===== src/rtl/memory_stage_pipe.sv =====
// memory_stage_pipe: EX->MEM stage with forwarding, ALU and
// valid/ready flow control through a two-entry skid buffer.
package memory_stage_pkg;
   typedef enum logic [3:0] {
      ALU_ADD,
      ALU_SUB,
      ALU_AND,
      ALU_OR,
      ALU_XOR,
      ALU_SLT,
      ALU_SLTU,
      ALU_SLL,
      ALU_SRL,
      ALU_SRA
   } alu_op_t;
endpackage

module alu
   import memory_stage_pkg::*;
#(
   parameter int DPW = 32
) (
   input  logic [DPW-1:0] a,
   input  logic [DPW-1:0] b,
   input  alu_op_t        op,
   output logic [DPW-1:0] y
);
   localparam int SW = $clog2(DPW);

   logic [SW-1:0] sh;
   assign sh = b[SW-1:0];

   // operation decode
   always_comb begin
      y = '0;
      unique case (op)
         ALU_ADD:  y = a + b;
         ALU_SUB:  y = a - b;
         ALU_AND:  y = a & b;
         ALU_OR:   y = a | b;
         ALU_XOR:  y = a ^ b;
         ALU_SLT:  y = {{(DPW-1){1'b0}}, $signed(a) < $signed(b)};
         ALU_SLTU: y = {{(DPW-1){1'b0}}, a < b};
         ALU_SLL:  y = a << sh;
         ALU_SRL:  y = a >> sh;
         ALU_SRA:  y = $signed(a) >>> sh;
         default:  y = '0;
      endcase
   end
endmodule

module memory_stage_pipe
   import memory_stage_pkg::*;
#(
   parameter int DPW = 32,
   parameter int RAW = 5
) (
   input  logic           clk,
   input  logic           rst,
   input  logic           valid_i,
   output logic           ready_o,
   input  logic           flush_i,
   input  logic           regwriteE,
   input  logic           resultsrcE,
   input  logic           memwriteE,
   input  alu_op_t        alu_ctrlE,
   input  logic           alusrcE,
   input  logic [DPW-1:0] Rd1E,
   input  logic [DPW-1:0] Rd2E,
   input  logic [DPW-1:0] immextE,
   input  logic [RAW-1:0] RdE,
   input  logic [1:0]     fwdAE,
   input  logic [1:0]     fwdBE,
   input  logic [DPW-1:0] resultW,
   output logic           valid_o,
   input  logic           ready_i,
   output logic           regwriteM,
   output logic           resultsrcM,
   output logic           memwriteM,
   output logic [DPW-1:0] aluresultM,
   output logic [DPW-1:0] Rd2M,
   output logic [RAW-1:0] RdM,
   output logic [DPW-1:0] srcB
);
   typedef struct packed {
      logic           regwrite;
      logic           resultsrc;
      logic           memwrite;
      logic [DPW-1:0] alures;
      logic [DPW-1:0] rd2;
      logic [RAW-1:0] rd;
   } beat_t;

   logic [DPW-1:0] srcA;
   logic [DPW-1:0] fwdB;
   logic [DPW-1:0] aluresultE;
   beat_t          beat;
   beat_t          or_q;
   beat_t          sr_q;
   logic           or_v;
   logic           sr_v;
   logic           acc;
   logic           xfer;
   logic           ld_or_new;
   logic           ld_or_skid;
   logic           ld_sr;

   // forwarding muxes; code 11 falls back to the register file
   always_comb begin
      srcA = Rd1E;
      fwdB = Rd2E;
      unique case (1'b1)
         (fwdAE == 2'b01): srcA = or_q.alures;
         (fwdAE == 2'b10): srcA = resultW;
         default:          srcA = Rd1E;
      endcase
      unique case (1'b1)
         (fwdBE == 2'b01): fwdB = or_q.alures;
         (fwdBE == 2'b10): fwdB = resultW;
         default:          fwdB = Rd2E;
      endcase
   end

   assign srcB = alusrcE ? immextE : fwdB;

   alu #(.DPW(DPW)) u_alu (
      .a  (srcA),
      .b  (srcB),
      .op (alu_ctrlE),
      .y  (aluresultE)
   );

   assign beat = '{
      regwrite:  regwriteE,
      resultsrc: resultsrcE,
      memwrite:  memwriteE,
      alures:    aluresultE,
      rd2:       fwdB,
      rd:        RdE
   };

   assign ready_o    = ~sr_v;
   assign acc        = valid_i & ready_o;
   assign xfer       = or_v & ready_i;
   assign ld_or_skid = ~flush_i & xfer & sr_v;
   assign ld_or_new  = ~flush_i & acc & (~or_v | xfer);
   assign ld_sr      = ~flush_i & acc & or_v & ~xfer;

   // occupancy of output and skid entries
   always_ff @(posedge clk or posedge rst) begin
      if (rst) begin
         or_v <= 1'b0;
         sr_v <= 1'b0;
      end else if (flush_i) begin
         or_v <= 1'b0;
         sr_v <= 1'b0;
      end else if (ld_or_skid) begin
         or_v <= 1'b1;
         sr_v <= 1'b0;
      end else if (ld_or_new) begin
         or_v <= 1'b1;
      end else if (ld_sr) begin
         sr_v <= 1'b1;
      end else if (xfer) begin
         or_v <= 1'b0;
      end
   end

   // output entry payload, loaded only on accept or skid move
   always_ff @(posedge clk or posedge rst) begin
      if (rst) begin
         or_q <= '0;
      end else if (ld_or_skid) begin
         or_q <= sr_q;
      end else if (ld_or_new) begin
         or_q <= beat;
      end
   end

   // skid entry payload, loaded only on overflow accept
   always_ff @(posedge clk or posedge rst) begin
      if (rst) begin
         sr_q <= '0;
      end else if (ld_sr) begin
         sr_q <= beat;
      end
   end

   assign valid_o    = or_v;
   assign regwriteM  = or_v & or_q.regwrite;
   assign memwriteM  = or_v & or_q.memwrite;
   assign resultsrcM = or_q.resultsrc;
   assign aluresultM = or_q.alures;
   assign Rd2M       = or_q.rd2;
   assign RdM        = or_q.rd;
endmodule


===== config.mk =====
export PLATFORM = sky130hd
export DESIGN_NAME = memory_stage_pipe
export DESIGN_NICKNAME = d
export VERILOG_FILES = /design/src/rtl/memory_stage_pipe.sv
export SDC_FILE = /design/constraint.sdc
export NUM_CORES = 1
export LEC_CHECK = 0
export BUFFER_PORTS_ARGS = -buffer_cell sky130_fd_sc_hd__buf_2
export CELL_PAD_IN_SITES_DETAIL_PLACEMENT = 1
export CELL_PAD_IN_SITES_GLOBAL_PLACEMENT = 2
export CORE_MARGIN = 4
export CORE_UTILIZATION = 34
export DETAILED_ROUTE_END_ITERATION = 10
export GPL_TIMING_DRIVEN = 0
export PLACE_DENSITY = 0.8
export SLEW_MARGIN = 20
export SYNTH_ARGS = -nofsm -noshare
export SYNTH_HDL_FRONTEND = slang
export SYNTH_SLANG_ARGS = --single-unit
export TNS_END_PERCENT = 50

===== constraint.sdc =====
create_clock -name clk -period 7.3 [get_ports clk]
set_clock_uncertainty 0.1 [all_clocks]
set_input_delay 1.825 -clock clk [delete_from_list [all_inputs] [get_ports clk]]
set_output_delay 1.825 -clock clk [all_outputs]
set_load 0.005 [all_outputs]

Word level (Yosys, flattened, before mapping)
Index checks and enable logic that the tools add are counted.
{"block": "totals", "reg_bits": 146, "out_inout_bits": 106, "inputBits": 150}
{"block": "classes", "muxes": 15, "reduce_logical": 6, "magnitude_cmp": 2, "bitwise": 18, "addsub": 2, "n_shift": 3, "n_eq_ne": 15}
{"cell": "$pmux 32 s10", "count": 1}
{"cell": "$mux 72", "count": 2}
{"cell": "$pmux 32 s2", "count": 2}
{"cell": "$lt 32x32->1", "count": 2}
{"cell": "$add 32x32->32", "count": 1}
{"cell": "$and 32x32->32", "count": 1}
{"cell": "$mux 32", "count": 1}
{"cell": "$or 32x32->32", "count": 1}
{"cell": "$shl 32x5->32", "count": 1}
{"cell": "$shr 32x5->32", "count": 1}
{"cell": "$sshr 32x5->32", "count": 1}
{"cell": "$sub 32x32->32", "count": 1}
{"cell": "$xor 32x32->32", "count": 1}
{"cell": "$eq 4x3->1 const B", "count": 4}
{"cell": "$and 1x1->1", "count": 10}
{"cell": "$mux 1", "count": 9}
{"cell": "$eq 4x2->1 const B", "count": 2}
{"cell": "$eq 4x4->1 const B", "count": 2}
{"cell": "$eq 2x1->1 const B", "count": 2}
{"cell": "$eq 2x2->1 const B", "count": 2}
{"cell": "$eq 4x1->1 const B", "count": 1}
{"cell": "$logic_not 4->1", "count": 1}
{"cell": "$ne 4x4->1 const B", "count": 1}
{"cell": "$not 1->1", "count": 4}
{"cell": "other kinds (6)", "count": 7}

Logic depth before layout (Yosys ltp)
Gate-level depths: netlist (run 1).
{"block": "depth", "depth_word": 9, "mapped_depth": 20, "mapped_depth_nobuf": 17}

Cells and area by module
From an unflattened synthesis (run 1), not the netlist that was laid out.
{"block": "unflattened", "hier_cells": 2065, "area_unflattened_um2": 16201.8}
{"module": "alu", "instances": 1, "cells_per_inst": 1243, "area_per_inst_um2": 8211.6}
{"module": "memory_stage_pipe", "instances": 1, "cells_per_inst": 822, "area_per_inst_um2": 7990.2}

Least setup slack after synthesis (run 1)
Ideal clock, no wire load.
{"block": "synth_timing", "path_type": "input -> register", "start": "in fwdBE[0]", "end": "reg or_q (netlist bit aluresultM[30])", "arrival_ps": 5930, "required_time_ps": 7071, "path_stages": 18, "path_buffers": 4, "path_slack_ps": 1141, "path_cell_list": "inv_1 > ha_1 > or2_4 > o221ai_4 > buf_2 > buf_2 > buf_2 > buf_2 > ha_1 > o21bai_1 > o2111ai_1 > a2111oi_2 > a211oi_2 > o31ai_4 > nor4_1 > a2111o_1 > a2111oi_2 > nor2_1"}
{"block": "synth_via", "elab_chain_len": 7, "word_cells_on_any_way": 15, "cone_classes": "2 x add/sub; 2 x eq/ne; 3 x shift; 5 x mux; 3 x bitwise"}
{"element": "start: declaration", "line": "73", "text": "input logic [1:0] fwdBE,"}
{"element": "$eq 2x2->1 or $eq 2x1->1 (tied branches)", "line": "119, 118"}
{"element": "$pmux 32 s2 *", "line": "117", "text": "unique case (1'b1)"}
{"element": "$mux 32 *", "line": "124", "text": "assign srcB = alusrcE ? immextE : fwdB;"}
{"element": "$sub 32x32->32 (tied with other cells)", "line": "38", "text": "ALU_SUB: y = a - b;"}
{"element": "$pmux 32 s10 *", "line": "36", "text": "unique case (op)"}
{"element": "$mux 72 *", "line": "175", "text": "end else if (ld_or_new) begin"}
{"element": "$mux 72 *", "line": "173", "text": "end else if (ld_or_skid) begin"}
{"element": "end signal: assignment", "line": "174", "text": "or_q <= sr_q;"}
{"element": "end signal: assignment", "line": "176", "text": "or_q <= beat;"}
{"element": "end: declaration", "line": "98", "text": "beat_t or_q;"}
Every way passes the cells marked *; elsewhere a longest branch is shown, timed or not. The select of a mux whose other input is x is not followed.
A chain may end at the register's enable or synchronous reset.

Worst setup path after layout (run 1)
{"block": "layout_timing", "start": "in fwdBE[0]", "end": "reg sr_q[49] in the netlist's numbering"}
{"block": "layout_via", "elab_chain_len": 5, "word_cells_on_any_way": 13, "cone_classes": "2 x add/sub; 2 x eq/ne; 3 x shift; 3 x mux; 3 x bitwise"}
{"element": "$eq 2x2->1 or $eq 2x1->1 (tied branches)", "line": "119, 118"}
{"element": "$pmux 32 s2 *", "line": "117"}
{"element": "$mux 32 *", "line": "124"}
{"element": "$sub 32x32->32 (tied with other cells)", "line": "38"}
{"element": "$pmux 32 s10 *", "line": "36"}
{"element": "end signal: assignment", "line": "185", "text": "sr_q <= beat;"}
{"element": "end: declaration", "line": "99", "text": "beat_t sr_q;"}
Every way passes the cells marked *; elsewhere a longest branch is shown, timed or not.

==> metrics.cfg, run 1 <==
[pwr]
ir_drop_mv = 0.180
cellPowerDensity_nw_per_um2 = 239
leakage_nw = 9.18

[synth]
syn_inst = 2206
synth_edf_count = 0
synth_top_area_share_pct = 21.6
yosysWarnings = 0
synth_area_leaders = dfrtp_1 22%, mux2i_1 9.5%, ha_1 7.5%, o21ai_0 6.7%, a22oi_1 5.5%
syn_area_um2 = 17000
yosysSeqAreaShare_pct = 21.6
yosysTopAreaCell = dfrtp_1
syn_nets = 2459
synth_seq_cells = 146
async_flop_share_pct = 100
syn_avg_cell_area_um2 = 7.68
ys_dominant_reg_cell = dfrtp_1
yosysUniqueCellTypes = 93
yosys.cell_count.top_type = nand2_1
ys_top_cells_by_count = 246 x nand2_1, 226 x o21ai_0, 175 x nor2_1, 161 x mux2i_1, 146 x dfrtp_1

[setup_path]
critPathArrivalTime_ns = 7.58
critPathLaunch = fwdBE[0]
cp-start-kind = input pin
crit_chain = buf_2, inv_1, ha_1, buf_2, nor2_1, a221o_2, inv_1, buf_2, buf_2, fa_1, nor2b_1, o211ai_1, a21oi_2, o211ai_1, nand2_1, a221o_1, a221oi_4, nand3_1, mux2_2
regToRegStartpoint = aluresultM[2]
cp_slowest_cell = buf_2
critPathCaptureType = flop
required_ns = 7.53
cpLargestDelayFamily = compound AO/OA/AOI/OAI gates
path_buf_inv = 6
critPathKind = input pin to flop
worstPathMaxFanout = 12
timing.critical_path.mode_cell = buf_2
max_stage_delay_ns = 0.53

[global_route]
globalRouteOverflowTotal = 0
grt_pass1_wl_um = 151000
grt_max_degree = 83
antenna_found_initial = 3
grt_usage_pct = 38.7
grt_pass1_vias = 20423

[clocking]
cts_buffers = 17
clock-root-buffer = clkbuf_16
cts_buffer_depth = 2
clk_pin_slew_ns = 0.06
htreeDepth = 4
holdBufCountCts = 0
clock_latency_ns = 0.44
clkSinkCount = 146
cts_tree = yes

[die]
rows = 81
die_h_um = 231
core_area_um2 = 49200
die_w_um = 231
io_pins = 256
start_util_pct = 34.5
fp.dieArea_um2 = 53500

[route]
drt_iter0_drc = 2192
wl_per_cell_um = 33.9
routed_wl_um = 107000
via_per_inst = 6.43
ant_nets = 0
vias = 20338
dr.pass1.iters = 6
drc = 0

[final_layout]
layout-area-overhead-vs-synth_pct = 18.5
drive_above_1_share_pct = 21.7
instances_no_fill = 3164
fillCellCount = 6138
nNetsFinal = 2739

[job]
cap_viol_max_count = 0

[timing]
period_share_pct = 101
report.final.slew_viol_count = 0
fmax_ghz = 0.136
worst_slack_ns = -0.0488
tightestPinTransition_ns = 1.27
max_slew_margin_pct = 14.1
hold_slack_ns = 0.378
finalHoldViolations = 0
grt_setup_unrepaired = false
setup_viol = 1
period_minus_slack_ns = 7.35

[place]
dp_hpwl_um = 88000
place_inst = 3129
gp_congestion = 1.04
io_buffer_count = 253

[outcome]
violations = negative setup slack
status = complete, but fails checks

[hold_path]
worstHoldStart = sr_q[0]
hold_class = flop to flop

## flip-flops by register name (all words and copies together), names as in the netlist
name        flops
valid_o         1
sr_v            1
or_q            2
aluresultM     32
resultsrcM      1
RdM             5
Rd2M           32
sr_q           72
## worst paths after layout
path	endpoint	slack, ns	cells past startpoint
worst max-delay path	sr_q[49]	-0.05	19
worst min-delay path	sr_q[0]	0.38	2
worst max register to register	sr_q[49]	1.43	16
worst min register to register	sr_q[0]	0.38	2
max in group asynchronous	Rd2M[16]	5.01	3
min in group asynchronous	aluresultM[2]	1.31	2
## logic make-up (layout without fill, tap and decap cells)
| group | Yosys count | in the layout | synth area share, % |
|---|---|---|---|
| fa+ha+maj | 103 | 103 | 7.69 |
| buf+inv | 337 | 629 | 9.62 |
| other cells | 0 | 2 | 0 |
| mux | 209 | 209 | 13.0 |
| simple gates | 590 | 590 | 15.5 |
| xor+xnor | 11 | 11 | 0.568 |
| flops | 146 | 146 | 21.6 |
| compound gates | 810 | 810 | 32.0 |
## metrics by stage
step                      worst slack, ns  utilization (%)  power [W]  area (um2)  setup TNS, ns
final                             -0.0488             40.9    0.00479       20100        -0.0488
after global routing               0.0148             40.9    0.00498       20100              0
after CTS                          0.0277             40.6    0.00468       20000              0
after detailed placement            -1.70             39.0    0.00367       19200         -44.61
after global placement              -1.68             38.8    0.00362       19000         -69.27
after floorplan                      1.14                -    0.00262       17000              0
## power breakdown
part / internal (W) / switching (W)
combinational: 0.000910 / 0.00171
sequential: 0.00101 / 0.000179
clock: 0.000615 / 0.000361
## cell type report
class / count / area, um2 / share of cell area, %
multi-input combinational: 1723 / 11900 / 59.3
sequential: 146 / 3650 / 18.2
clock inverter: 12 / 205 / 1.02
timing repair buffer: 262 / 1350 / 6.71
tap: 664 / 831 / 4.14
clock buffer: 19 / 443 / 2.20
buffer: 231 / 1280 / 6.40
antenna: 2 / 5.00 / 0.0249
inverter: 105 / 402 / 2.00
## metal layers
| metal | wire length, um | track usage (%) | vias to the layer above |
|---|---|---|---|
| li1 | - | - | 8650 |
| met1 | 42800 | 49.2 | 10200 |
| met2 | 48200 | 61.8 | 1199 |
| met3 | 9010 | 6.96 | 287 |
| met4 | 7430 | 21.9 | 2 |
| met5 | 7 | 0 | - |
## worst register-to-register path, stage by stage, from the launching register on
cell and delay [ns]:
dfrtp_1 0.45, a22o_1 0.25, o221ai_4 0.24, inv_2 0.31, clkbuf_4 0.43, buf_2 0.44, buf_2 0.49, ha_1 0.36
o21bai_1 0.19, o2111ai_1 0.28, a21oi_1 0.34, nor2_1 0.11, o21a_1 0.24, a221o_1 0.35, a221oi_4 0.45, nand3_1 0.36
mux2_2 0.37
## repair_timing
action	in CTS	in global routing
setup buffers	2	1
gates resized for setup	45	47
pin swaps	1	2
endpoints found under the setup margin	45	42
endpoints found under the hold margin	0	0
## layout by cell type, fill, tap and decap left out, types with 17 or more instances in the layout
master / Yosys / final
a21o_1: 18 / 18
nor3_1: 27 / 26
o221ai_1: 26 / 25
mux2i_1: 161 / 161
mux2_2: 43 / 43
nand3_1: 22 / 22
nand2_1: 246 / 246
ha_1: 101 / 101
o21ai_0: 226 / 187
buf_2: 38 / 286
a22oi_1: 124 / 124
o22ai_1: 27 / 27
o21ai_1: 14 / 42
a211oi_1: 25 / 25
o211ai_1: 24 / 24
clkbuf_16: 0 / 17
clkbuf_1: 98 / 89
dfrtp_1: 146 / 146
a21oi_1: 140 / 137
nor2_1: 175 / 172
a221oi_1: 29 / 24
buf_4: 73 / 83
inv_1: 102 / 101
nand2b_1: 21 / 21
No activity file was read; power rests on OpenSTA's default activity.
==> run 2: changes to the inputs <==
--- a/config.mk
+++ b/config.mk
@@ -12,7 +12,7 @@
 export CORE_UTILIZATION = 34
 export DETAILED_ROUTE_END_ITERATION = 10
 export GPL_TIMING_DRIVEN = 0
-export PLACE_DENSITY = 0.8
+export PLACE_DENSITY_LB_ADDON = 0.12
 export SLEW_MARGIN = 20
 export SYNTH_ARGS = -nofsm -noshare
 export SYNTH_HDL_FRONTEND = slang
==> metrics.cfg, run 2 (synthesis gave the netlist of run 1 again) <==
[route]
via_per_inst = 6.51
wl_met2_um = 49000
ant_nets = 0
drt_iter0_drc = 2155
met3_length_um = 9800
drt-met1-wl_um = 44000
dr.pass1.iters = 6
drc = 0
wl_per_cell_um = 34.7
top_layer = met4
routed_wl_um = 110000
vias = 20671

[global_route]
grt_usage_pct = 39.5
antenna_found_initial = 3
grt_max_degree = 91
grt_pass1_vias = 20710
grt_pass1_wl_um = 154000
globalRouteOverflowTotal = 0

[clocking]
holdBufCountCts = 0
clkSinkCount = 146
cts_tree = yes
clock_latency_ns = 0.44
htreeDepth = 4
cts_buffers = 17
cts_buffer_depth = 2
clk_pin_slew_ns = 0.07
clock-root-buffer = clkbuf_16

[timing]
finalHoldViolations = 0
fmax_ghz = 0.137
hold_slack_ns = 0.385
report.final.slew_viol_count = 0
period_share_pct = 99.8
period_minus_slack_ns = 7.28
setup_viol = 0
grt_setup_unrepaired = true
max_slew_margin_pct = 14.9
tightestPinTransition_ns = 1.27

[final_layout]
final_common_cell = buf_2
largest_reg_flops = 72
nNetsFinal = 2746
drive_above_1_share_pct = 22.0
instances_no_fill = 3173
layout_common_cells = 292 x buf_2, 246 x nand2_1, 201 x o21ai_0
layout-area-overhead-vs-synth_pct = 18.2
top_register = sr_q
fillCellCount = 6136

[die]
die_w_um = 231
core_area_um2 = 49200
io_pins = 256
die_h_um = 231
rows = 81
start_util_pct = 34.5
fp.dieArea_um2 = 53500

[setup_path]
cp-start-kind = input pin
regToRegStartpoint = aluresultM[2]
critPathKind = input pin to flop
critPathLaunch = fwdBE[0]
critPathCaptureType = flop
max_stage_delay_ns = 0.90
cp_slowest_cell = nor4_4
required_ns = 7.49
timing.critical_path.mode_cell = buf_2
worstPathMaxFanout = 11
critPathArrivalTime_ns = 7.47
crit_chain = buf_2, inv_1, ha_1, buf_2, a221oi_1, o31a_1, buf_2, buf_2, clkbuf_2, ha_1, clkbuf_1, nor2_1, o311ai_1, a31oi_1, o21ai_0, a21oi_1, o221a_2, o21ai_1, nor4_4, o31ai_1

[place]
place_inst = 3137
gp_congestion = 1.03
dp_hpwl_um = 89600
io_buffer_count = 253

[outcome]
status = completed

[hold_path]
worstHoldStart = sr_q[65]
hold_class = flop to flop

[pwr]
leakage_nw = 9.17
cellPowerDensity_nw_per_um2 = 236
ir_drop_mv = 0.108

[job]
cap_viol_max_count = 0

[run 2: stage by stage]
stage / power, W / utilization (%) / setup slack [ns] / cell area, um2 / setup TNS, ns
after floorplan: 0.00262 / - / 1.14 / 17000 / 0
after global placement: 0.00364 / 38.8 / -3.17 / 19000 / -72.65
after detailed placement: 0.00372 / 39.1 / -1.89 / 19200 / -57.43
after CTS: 0.00460 / 40.5 / 0.0187 / 19900 / 0
after global routing: 0.00488 / 40.7 / -0.00173 / 20000 / -0.00173
final: 0.00472 / 40.8 / 0.0162 / 20000 / 0
[run 2: timing repair]
action	CTS	global route
setup endpoints to repair	50	37
gates resized for setup	41	31
pin swaps	2	1
buffers inserted	2	1
hold endpoints to repair	0	0
[run 2: where the power goes]
part / total, W / leakage [nW] / internal (W) / switching, W
sequential: 0.00119 / 1.87 / 0.00101 / 0.000179
clock: 0.000858 / 0.271 / 0.000457 / 0.000401
combinational: 0.00267 / 7.03 / 0.000916 / 0.00175
total: 0.00472 / 9.17 / 0.00239 / 0.00233
[run 2: worst max-delay path, delay by kind of cell]
family	cells	cell delay (ns)
buffers and inverters	7	1.67
AOI/OAI and AO/OA	9	2.26
and+or+nand+nor	2	1.05
adders and majority gates	2	0.63
[run 2: worst paths after layout]
kind                             to  slack [ns]  cells after the start
setup reg to reg           sr_q[46]        1.42                     16
setup / recovery           sr_q[46]        0.02                     20
min in group asynchronous   sr_q[7]        1.28                      2
hold / removal             sr_q[65]        0.39                      2
hold reg to reg            sr_q[65]        0.39                      2
max in group asynchronous  Rd2M[12]        4.98                      3
[run 2: cell type report]
cell class,count,area [um2],share of cell area (%)
multi-input cells,1723,11900,59.4
flip-flops and latches,146,3650,18.2
repair buffers,270,1410,7.02
plain buffers,230,1270,6.32
well taps,664,831,4.15
clock buffers,19,443,2.21
inverters,105,407,2.03
clock inverters,13,119,0.593
diodes,3,7.51,0.0375
[run 2: routing by layer]
layer	GRT usage (%)	vias up
li1	-	8644
met3	8.51	317
met5	0	-
met1	50.1	10513
met4	21.6	0
met2	62.5	1197
==> run 3: changes to the inputs <==
--- a/config.mk
+++ b/config.mk
@@ -5,16 +5,19 @@
 export SDC_FILE = /design/constraint.sdc
 export NUM_CORES = 1
 export LEC_CHECK = 0
+export ABC_AREA = 1
 export BUFFER_PORTS_ARGS = -buffer_cell sky130_fd_sc_hd__buf_2
 export CELL_PAD_IN_SITES_DETAIL_PLACEMENT = 1
 export CELL_PAD_IN_SITES_GLOBAL_PLACEMENT = 2
 export CORE_MARGIN = 4
-export CORE_UTILIZATION = 34
+export CORE_UTILIZATION = 31
 export DETAILED_ROUTE_END_ITERATION = 10
 export GPL_TIMING_DRIVEN = 0
 export PLACE_DENSITY_LB_ADDON = 0.12
+export SKIP_LAST_GASP = 1
 export SLEW_MARGIN = 20
 export SYNTH_ARGS = -nofsm -noshare
 export SYNTH_HDL_FRONTEND = slang
+export SYNTH_HIERARCHICAL = 1
 export SYNTH_SLANG_ARGS = --single-unit
 export TNS_END_PERCENT = 50
==> metrics.cfg, run 3 <==
[setup_path]
critPathCaptureType = flop
required_ns = 7.54
cp-start-kind = input pin
critPathLaunch = fwdBE[0]
critPathKind = input pin to flop
critPathArrivalTime_ns = 7.29
worstPathMaxFanout = 11
reg2reg_depth = 24
crit_end = aluresultM[31]
reg2reg_setup_slack_ns = 2.33
r2r_end = aluresultM[31]
regToRegStartpoint = aluresultM[2]

[final_layout]
top_register = sr_q
finish.utilization_pct = 36.2
layout-area-overhead-vs-synth_pct = 15.5
num_antenna_cells = 0
largest_reg_flops = 72
fin_area_um2 = 21900
nNetsFinal = 3920
layout_common_cells = 1401 x nand2_1, 539 x nand3_1, 344 x buf_2
fillCellCount = 8285
drive_above_1_share_pct = 15.0
final_common_cell = nand2_1

[synth]
async_flop_share_pct = 100
syn_avg_cell_area_um2 = 5.58
yosys.cell_count.top_type = nand2_1
synth_seq_cells = 146
synth_area_leaders = nand2_1 28%, dfrtp_1 19%, nand3_1 14%, ha_1 6.7%, inv_1 5.9%
yosysSeqAreaShare_pct = 19.3
syn_area_um2 = 18900
syn_inst = 3392
yosysWarnings = 6
ys_dominant_reg_cell = dfrtp_1
synth_edf_count = 0
yosysTopAreaCell = nand2_1
syn_nets = 3645
yosysUniqueCellTypes = 51
ys_top_cells_by_count = 1401 x nand2_1, 539 x nand3_1, 299 x inv_1, 213 x nor2_1, 146 x dfrtp_1
synth_top_area_share_pct = 27.8

[route]
routed_wl_um = 120000
dr.pass1.iters = 5
drc = 0
ant_nets = 0
vias = 24992
via_per_inst = 5.60
drt_iter0_drc = 2521
wl_per_cell_um = 26.9

[place]
io_buffer_count = 255
placed_cell_area_um2 = 21300
dp_hpwl_um = 101000
gp_congestion = 1.04

[die]
io_pins = 256
fp.dieArea_um2 = 65100
rows = 90
start_util_pct = 31.4
die_h_um = 255
die_w_um = 255
core_area_um2 = 60400

[hold_path]
hold_class = flop to flop
holdPathStages = 2

[global_route]
antenna_found_initial = 3
globalRouteOverflowTotal = 0
grt_usage_pct = 35.7
grt_pass1_vias = 24422
grt_pass1_wl_um = 170000
grt_max_degree = 81

[timing]
period_share_pct = 96.6
period_minus_slack_ns = 7.05
fmax_ghz = 0.142
finalHoldViolations = 0
report.final.slew_viol_count = 0
fin_tns_setup_ns = 0
max_slew_margin_pct = 15.4
grt_setup_unrepaired = false
tightestPinTransition_ns = 1.27
setup_viol = 0
hold_slack_ns = 0.380

[clocking]
clock-root-buffer = clkbuf_16
cts_tree = yes
cts_buffer_depth = 2
cts_buffers = 17
clkSinkCount = 146
holdBufCountCts = 0
htreeDepth = 4
clk_pin_slew_ns = 0.08
clock_latency_ns = 0.45

[pwr]
cellPowerDensity_nw_per_um2 = 211
total_power_w = 0.00461
leakage_nw = 12.4
ir_drop_mv = 0.191

[job]
cap_viol_max_count = 0

[outcome]
status = completed

-- run 3: cell types whose count changed after synthesis, moves of 43 or more --
| cell | change |
|---|---|
| nand2_1 | +1155 |
| a22oi_1 | -123 |
| buf_2 | +51 |
| o21ai_0 | -176 |
| clkbuf_1 | -56 |
| nand3_1 | +517 |
| inv_1 | +197 |
| mux2i_1 | -161 |
| mux2_2 | -43 |
-- run 3: critical path, stage by stage --
cell and delay [ns]:
buf_2 0.11, inv_1 0.05, ha_1 0.53, inv_4 0.24, buf_2 0.33, nand2_1 0.16
a31oi_4 0.41, buf_2 0.33, inv_2 0.09, buf_2 0.23, buf_2 0.26, ha_1 0.48
inv_2 0.12, nand2_1 0.14, nand3_1 0.28, nand2_1 0.17, nand2_1 0.16, nand2_1 0.12
nand2_1 0.17, nand2_1 0.15, nand3_1 0.09, nand3_1 0.10, nand3_1 0.33, nand2_1 0.19
nand2_1 0.07, nand2_1 0.06, nand2_1 0.05
-- run 3: final cells by class --
cell class / count / area [um2] / share of cell area (%)
multi-input combinational: 2680 / 12700 / 57.9
sequential: 146 / 3650 / 16.7
clock inverter: 15 / 163 / 0.744
timing repair buffer: 257 / 1320 / 6.01
clock buffer: 17 / 425 / 1.95
buffer: 242 / 1440 / 6.57
tap: 782 / 978 / 4.47
inverter: 323 / 1230 / 5.63
-- run 3: worst min-delay path by stage --
stage,end,slack (ns),startpoint
detailed placement,sr_q[38],0.36,sr_q[38]
floorplan,sr_q[10],0.34,sr_q[10]
CTS,sr_q[38],0.38,sr_q[38]
global route,sr_q[54],0.40,sr_q[54]
global placement,sr_q[5],0.35,sr_q[5]
finish,sr_q[21],0.38,sr_q[21]
-- run 3: cell families (layout without fill, tap and decap cells) --
logic type,Yosys count,in the layout,share of synthesized area [%]
buffers and inverters,566,854,14.1
XOR/XNOR,2,2,0.0925
adder cells (fa/ha/maj),103,103,6.89
flip-flops,146,146,19.3
AND/OR/NAND/NOR,2268,2268,50.4
AO/OA/AOI/OAI,307,307,9.25
-- run 3: report_power, final --
| group | leakage (nW) | switching (W) | internal, W |
|---|---|---|---|
| clock network | 0.285 | 0.000438 | 0.000459 |
| registers | 1.92 | 0.000131 | 0.000964 |
| logic | 10.2 | 0.00185 | 0.000763 |
-- run 3: per-stage QoR --
step | worst slack (ns) | cells
2_1_floorplan | 1.45 | 3392
3_3_place_gp | -1.11 | 4429
3_5_place_dp | -0.561 | 4431
4_1_cts | -0.0302 | 4463
5_1_grt | 0.0291 | 4462
6_report | 0.245 | 4462
-- run 3: repair_timing --
action / 4_1_cts / 5_1_grt
endpoints found under the hold margin: 0 / 0
gates resized for setup: 1 / 6
gates cloned: 0 / 0
setup buffers: 0 / 0
endpoints found under the setup margin: 4 / 20
-- run 3: metal layers --
metal	part of all wire [%]	wire length (um)	GRT usage, %
met1	45	54700	50.7
met2	43	51700	54.7
met3	7.5	9010	6.08
met4	4.0	4850	12.4
met5	0	0	0
